===== src/rtl/tq_premuat_pipe.sv =====
// Registered even/odd lane reorder stage for the tq datapath, with a 2-entry skid buffer
// so the upstream ready comes straight from a flop.
module tq_premuat_pipe #(
    parameter int WIDTH = 16,
    parameter int N     = 32
) (
    input  logic                 clk,
    input  logic                 rst,
    input  logic                 i_valid,
    output logic                 i_ready,
    input  logic                 i_enable,
    input  logic                 i_inverse,
    input  logic [1:0]           i_size,
    input  logic [N*WIDTH-1:0]   i_data,
    output logic                 o_valid,
    input  logic                 o_ready,
    output logic [1:0]           o_size,
    output logic                 o_inverse,
    output logic [N*WIDTH-1:0]   o_data
);

    // Source lane feeding output lane 'lane' for a given size code and direction.
    // Sizes wider than N, and lanes beyond the TU, map to themselves.
    function automatic int src_lane(input int lane, input int sz, input int inv);
        int n;
        int h;
        n = 4 << sz;
        h = n / 2;
        if (n > N || lane >= n)
            return lane;
        if (inv != 0)
            return (lane < h) ? 2 * lane : 2 * (lane - h) + 1;
        return ((lane % 2) == 0) ? lane / 2 : lane / 2 + h;
    endfunction

    logic [N*WIDTH-1:0] perm_data;

    // Every output lane picks among 8 statically routed candidates (4 sizes x 2 directions).
    generate
        for (genvar gi = 0; gi < N; gi++) begin : g_lane
            logic [WIDTH-1:0] cand [8];
            for (genvar gs = 0; gs < 4; gs++) begin : g_size
                for (genvar gv = 0; gv < 2; gv++) begin : g_dir
                    assign cand[gs*2+gv] = i_data[src_lane(gi, gs, gv)*WIDTH +: WIDTH];
                end
            end
            assign perm_data[gi*WIDTH +: WIDTH] = i_enable ? cand[{i_size, i_inverse}]
                                                           : i_data[gi*WIDTH +: WIDTH];
        end
    endgenerate

    logic               out_valid_reg;
    logic [1:0]         out_size_reg;
    logic               out_inverse_reg;
    logic [N*WIDTH-1:0] out_data_reg;
    logic               skid_valid_reg;
    logic [1:0]         skid_size_reg;
    logic               skid_inverse_reg;
    logic [N*WIDTH-1:0] skid_data_reg;
    logic               ready_reg;
    logic               accept;

    assign accept = i_valid & ready_reg;

    always_ff @(posedge clk or posedge rst) begin
        if (rst) begin
            out_valid_reg    <= 1'b0;
            out_size_reg     <= '0;
            out_inverse_reg  <= 1'b0;
            out_data_reg     <= '0;
            skid_valid_reg   <= 1'b0;
            skid_size_reg    <= '0;
            skid_inverse_reg <= 1'b0;
            skid_data_reg    <= '0;
            ready_reg        <= 1'b1;
        end else begin
            if (!out_valid_reg || o_ready) begin
                // Output slot is free this edge; the skid entry is older, so it goes first.
                if (skid_valid_reg) begin
                    out_valid_reg   <= 1'b1;
                    out_size_reg    <= skid_size_reg;
                    out_inverse_reg <= skid_inverse_reg;
                    out_data_reg    <= skid_data_reg;
                    skid_valid_reg  <= 1'b0;
                    ready_reg       <= 1'b1;
                end else if (accept) begin
                    out_valid_reg   <= 1'b1;
                    out_size_reg    <= i_size;
                    out_inverse_reg <= i_inverse;
                    out_data_reg    <= perm_data;
                end else begin
                    out_valid_reg   <= 1'b0;
                end
            end else if (accept) begin
                skid_valid_reg   <= 1'b1;
                skid_size_reg    <= i_size;
                skid_inverse_reg <= i_inverse;
                skid_data_reg    <= perm_data;
                ready_reg        <= 1'b0;
            end
        end
    end

    assign i_ready   = ready_reg;
    assign o_valid   = out_valid_reg;
    assign o_size    = out_size_reg;
    assign o_inverse = out_inverse_reg;
    assign o_data    = out_data_reg;

endmodule


===== config.mk =====
export PLATFORM = sky130hd
export DESIGN_NAME = tq_premuat_pipe
export DESIGN_NICKNAME = d
export VERILOG_FILES = /design/src/rtl/tq_premuat_pipe.sv
export SDC_FILE = /design/constraint.sdc
export NUM_CORES = 2
export LEC_CHECK = 0
export CAP_MARGIN = 20
export CORE_AREA = 4 4 406 408
export DETAILED_ROUTE_END_ITERATION = 10
export DIE_AREA = 0 0 410 412
export GPL_ROUTABILITY_DRIVEN = 0
export PLACE_DENSITY_LB_ADDON = 0.12
export SYNTH_ARGS = -nofsm -noshare
export SYNTH_HDL_FRONTEND = slang
export SYNTH_SLANG_ARGS = --single-unit

===== constraint.sdc =====
create_clock -name clk -period 48.3 [get_ports clk]
set_clock_uncertainty 0.2 [all_clocks]
set_input_delay 9.66 -clock clk [delete_from_list [all_inputs] [get_ports clk]]
set_output_delay 9.66 -clock clk [all_outputs]
set_load 0.03 [all_outputs]

Yosys cells after proc, flatten, opt, wreduce, memory -nomap -nowiden
Cells that the tools add are included.

Bitwise operators: 3. Order comparisons: 1. Multiplexer cells: 141. Eq/ne operators: 1. Reduce and logical (&&, ||, !) cells: 7.

Operators by type and width (count): $bmux W16 S3 (32); $mux W16 (96); $mux W512 (2); $mux W1 (9); $reduce_and A2 Y1 (3); $ge A4 B4 Y1 const B (1); $mux W2 (2); $not A3 Y4 (1); $reduce_bool A2 Y1 (2); $ne A2 B2 Y1 const B (1); $and A1 B1 Y1 (1); $logic_not A1 Y1 (1); $logic_or A1 B1 Y1 (1); $not A1 Y1 (1).

Word-level logic and storage cells: 162. Bits in registers: 1033.

Longest topological paths before layout
Depth in word-level cells: 7. Mapped depth: 9.

Worst setup path after synthesis
No wires, ideal clock.

Path type: input-to-reg. From: input port i_size[0]. To: register out_data_reg[21] (netlist: o_data[21]). Cell stages on the path: 6. Arrival time: 10895 ps. Data required time: 47962 ps. Library setup time: 138 ps. Slack: 37066 ps. Cells stage by stage: buf_6 buf_12 buf_2 mux2_2 a221oi_2 o211ai_1.

Longest elaborated chain between the ends: 7.

RTL lines: start, declared (RTL line 13) `input logic [1:0] i_size,`; $not A3 Y4 (not written as such) (RTL line 47) `assign perm_data[gi*WIDTH +: WIDTH] = i_enable ? cand[{i_size, i_inverse}]`; $bmux W16 S3 (RTL line 47); $mux W16 (not written as such) (2 in a row) (RTL line 47); $mux W16 (RTL line 47); $mux W512 (RTL line 86) `end else if (accept) begin`; $mux W512 (RTL line 79) `if (skid_valid_reg) begin`; end signal, assigned (RTL line 83) `out_data_reg <= skid_data_reg;`; end signal, assigned (RTL line 90) `out_data_reg <= perm_data;`; end, declared (RTL line 55) `logic [N*WIDTH-1:0] out_data_reg;`.

Every way passes these cells. The select of a mux whose other input is x is not followed. A chain may end at the register's enable or synchronous reset.

Worst setup path in the final report
From: input port o_ready. To: register skid_data_reg[96].

Longest elaborated chain between the ends: 3.

RTL lines: start, declared (RTL line 16) `input logic o_ready,`; $logic_or A1 B1 Y1 (RTL line 77) `if (!out_valid_reg || o_ready) begin`; $not A1 Y1 (no line); $reduce_and A2 Y1 (no line); end signal, assigned (RTL line 98) `skid_data_reg <= perm_data;`; end, declared (RTL line 59) `logic [N*WIDTH-1:0] skid_data_reg;`.

Every way passes these cells.

==> impl_results.md <==
* Fin. Hold Viols at 0
* Worst Hold Class: flop to flop
* EDFF count, synth at 0
* Largest area contributor in the netlist: dfrtp_1
* Wirelength, routed at 276000 um
* M1 WL at 114000 um
* Final HPWL DP at 193000 um
* Post-synth ARST share at 1.00
* Routed via count at 54633
* Max Fclk at 70.0 MHz
* Via-to-Cell Ratio at 5.82
* Die Span X at 410 um
* Status: finished, final reports clean
* Core Region at 0.162 sq mm
* CTS sink count at 1033
* Uppermost layer routed: met5
* RSZ-0062 raised after global routing: no
* Number of global-route vias before repair at 51017
* Worst-skew pair later-pin latency at 0.77 ns
* Area delta synth->final at 27.8%
* Antenna violations before repair at 94
* Max IR drop VDD at 0.0000317 V
* CTS tree: built
* Clk slew on worst S/H paths at 0.06 ns
* Worst Path Arrival at 14.72 ns
* # setup viols final at 0
* Synth area leaders: dfrtp_1 (46%), nand2_1 (7.0%), a21oi_1 (6.9%), o21ai_0 (6.6%), mux2i_1 (5.5%)
* Syn. warnings at 0
* Grt ovf at 0
* Root Buffer: clkbuf_16
* Total track usage at 0.315
* Worst-path fanout max at 94
* CP startpoint kind: primary input
* Min Tclk post-route at 14.28 ns
* Synth Area per Inst at 8.73 sq um
* Setup bufs post-CTS at 0
* Ys flop type: dfrtp_1
* First-pass GRT wire length at 389000 um
* Cell Area, Synth at 0.0561 sq mm
* Max Root-Sink Buffers at 3
* Mapped Cells at 6430
* Power per Cell Area at 29.7 mW/mm^2
* Final #Nets at 7584
* Crit Path Class: primary input to flop
* WL met3 at 27400 um
* Initial DRT Pass Iterations at 7
* DR DRC count at 0
* Worst slew pin tran at 1.23 ns
* Total die area at 0.169 sq mm
* Worst hold slack at 0.269 ns
* Pleak at 0.0305 uW
* Share of post-route cells with drive strength above 1 at 0.0613
* Worst endpoint required time at 48.75 ns
* Post-CTS sizing at 0
* Routed Antenna Nets at 0
* Setup TNS at 0 ns
* Initial Util at 0.347
* Io pins at 1037
* Seq cells post-synth at 1033
* Yosys top cell area share at 0.460
* Post-Syn Nets at 6950
* Largest net degree at the start of global routing at 253
* H-tree depth at 4
* Sequential share of the synthesized area at 0.461
* Die H at 412 um
* Routed len/inst at 29.4 um
* Pins Over Slew Limit at 0
* Unique masters post-synth at 50
* Hold Buf Count CTS at 0
* CTS Buf Count at 135
* Crit share post-route at 0.296
* IO buf count at 1036
* Site row count at 148
* Layout fillers at 15988
* Worst setup EP type: flop
* Max cap viols at 0
* Initial drt markers at 6484
* Slew margin rel. at 0.179
* Met2 Routed Length at 120000 um
## metal layers
layer	global-route usage	vias up
met5	0	-
met2	0.461	2619
li1	-	24407
met4	0.158	30
met3	0.0970	502
met1	0.420	27075
## worst max-delay path, stage by stage
cell and delay, ns:
clkdlybuf4s50_1 0.50, nor2b_2 0.10, nand3_4 0.70, buf_4 0.75, buf_4 0.83, buf_4 0.83
buf_4 0.75, nor2_1 0.12, a22o_1 0.22
## logic make-up after synthesis
kind of cell	after synthesis	share of synthesized area
and+or+nand+nor	1918	0.143
DFF	1033	0.461
buffers and inverters	666	0.0545
muxes	387	0.0804
AOI/OAI and AO/OA	2426	0.261
## final timing paths
check	startpoint	to	slack, ns	cells after the start
hold reg to reg	skid_data_reg[94]	skid_data_reg[94]	0.27	2
setup reg to reg	o_valid	skid_data_reg[96]	42.87	8
max in group asynchronous	rst	o_data[452]	34.96	6
setup / recovery	o_ready	skid_data_reg[96]	34.02	9
min in group asynchronous	rst	o_data[15]	9.23	2
hold / removal	skid_data_reg[94]	skid_data_reg[94]	0.27	2
## through the flow
stage               utilization  total power (uW)  cells  cell area, sq um  setup WS, ns
floorplan                     -              1010   6430             56100          9.37
global placement          0.415              1130   9098             67100         33.19
detailed placement        0.415              1130   9099             67100         33.14
CTS                       0.442              2140   9328             71500         33.92
global route              0.443              2200   9374             71700         33.72
finish                    0.444              2130   9394             71700         34.02
## cell type report
type                       count  area, sq um  area share
tap                         2175         2720      0.0379
inverter                      51          206     0.00288
clock buffer                 191         3820      0.0533
sequential                  1033        25900       0.361
timing repair buffer        1112        11200       0.156
antenna                       63          158     0.00220
multi-input combinational   4731        27300       0.380
clock inverter                38          510     0.00712
## where the power goes
group,switching [uW],leakage [uW],internal [uW],total [uW]
clock,420,0.00213,590,1010
combinational,157,0.0139,96.5,254
sequential,0,0.0144,866,866
total,577,0.0305,1550,2130
## synth_stat cells, types with 17 or more instances
library cell     n
dfrtp_1       1032
a211oi_1        76
a22o_1          48
o21ai_0        743
nor2_1         434
o2111ai_1       48
inv_1           50
o211ai_2        27
buf_2          231
o211ai_1       405
nor2b_1         35
nand3_1        208
nand3b_1        32
a21oi_1        770
a221oi_1        19
mux2i_1        307
clkbuf_1       320
o21a_1          17
buf_1           18
mux4_2          48
o21ai_1        141
and2_1          49
a21o_1          32
mux2_2          32
nand2b_1        65
buf_4           30
nand2_1       1054
a311o_1         32
## cells in the final DEF (no fill, tap or decap), drive strengths merged, types with 18 or more instances in the layout
cell type and instances:
clkbuf 191, mux2i 307, a211oi 80, inv 60, o21ai 885, clkinv 22, a311o 32, nor2 435
nand2b 65, o2111ai 48, nand3b 32, a21oi 771, o21a 18, o211ai 432, dfrtp 1032, mux4 48
nand3 209, mux2 32, nand2 1056, a22o 48, buf 80, nor2b 36, a221oi 32, a21o 32
clkdlybuf4s50 1032, diode 63, and2 50
(Power assumes the default switching activity.)
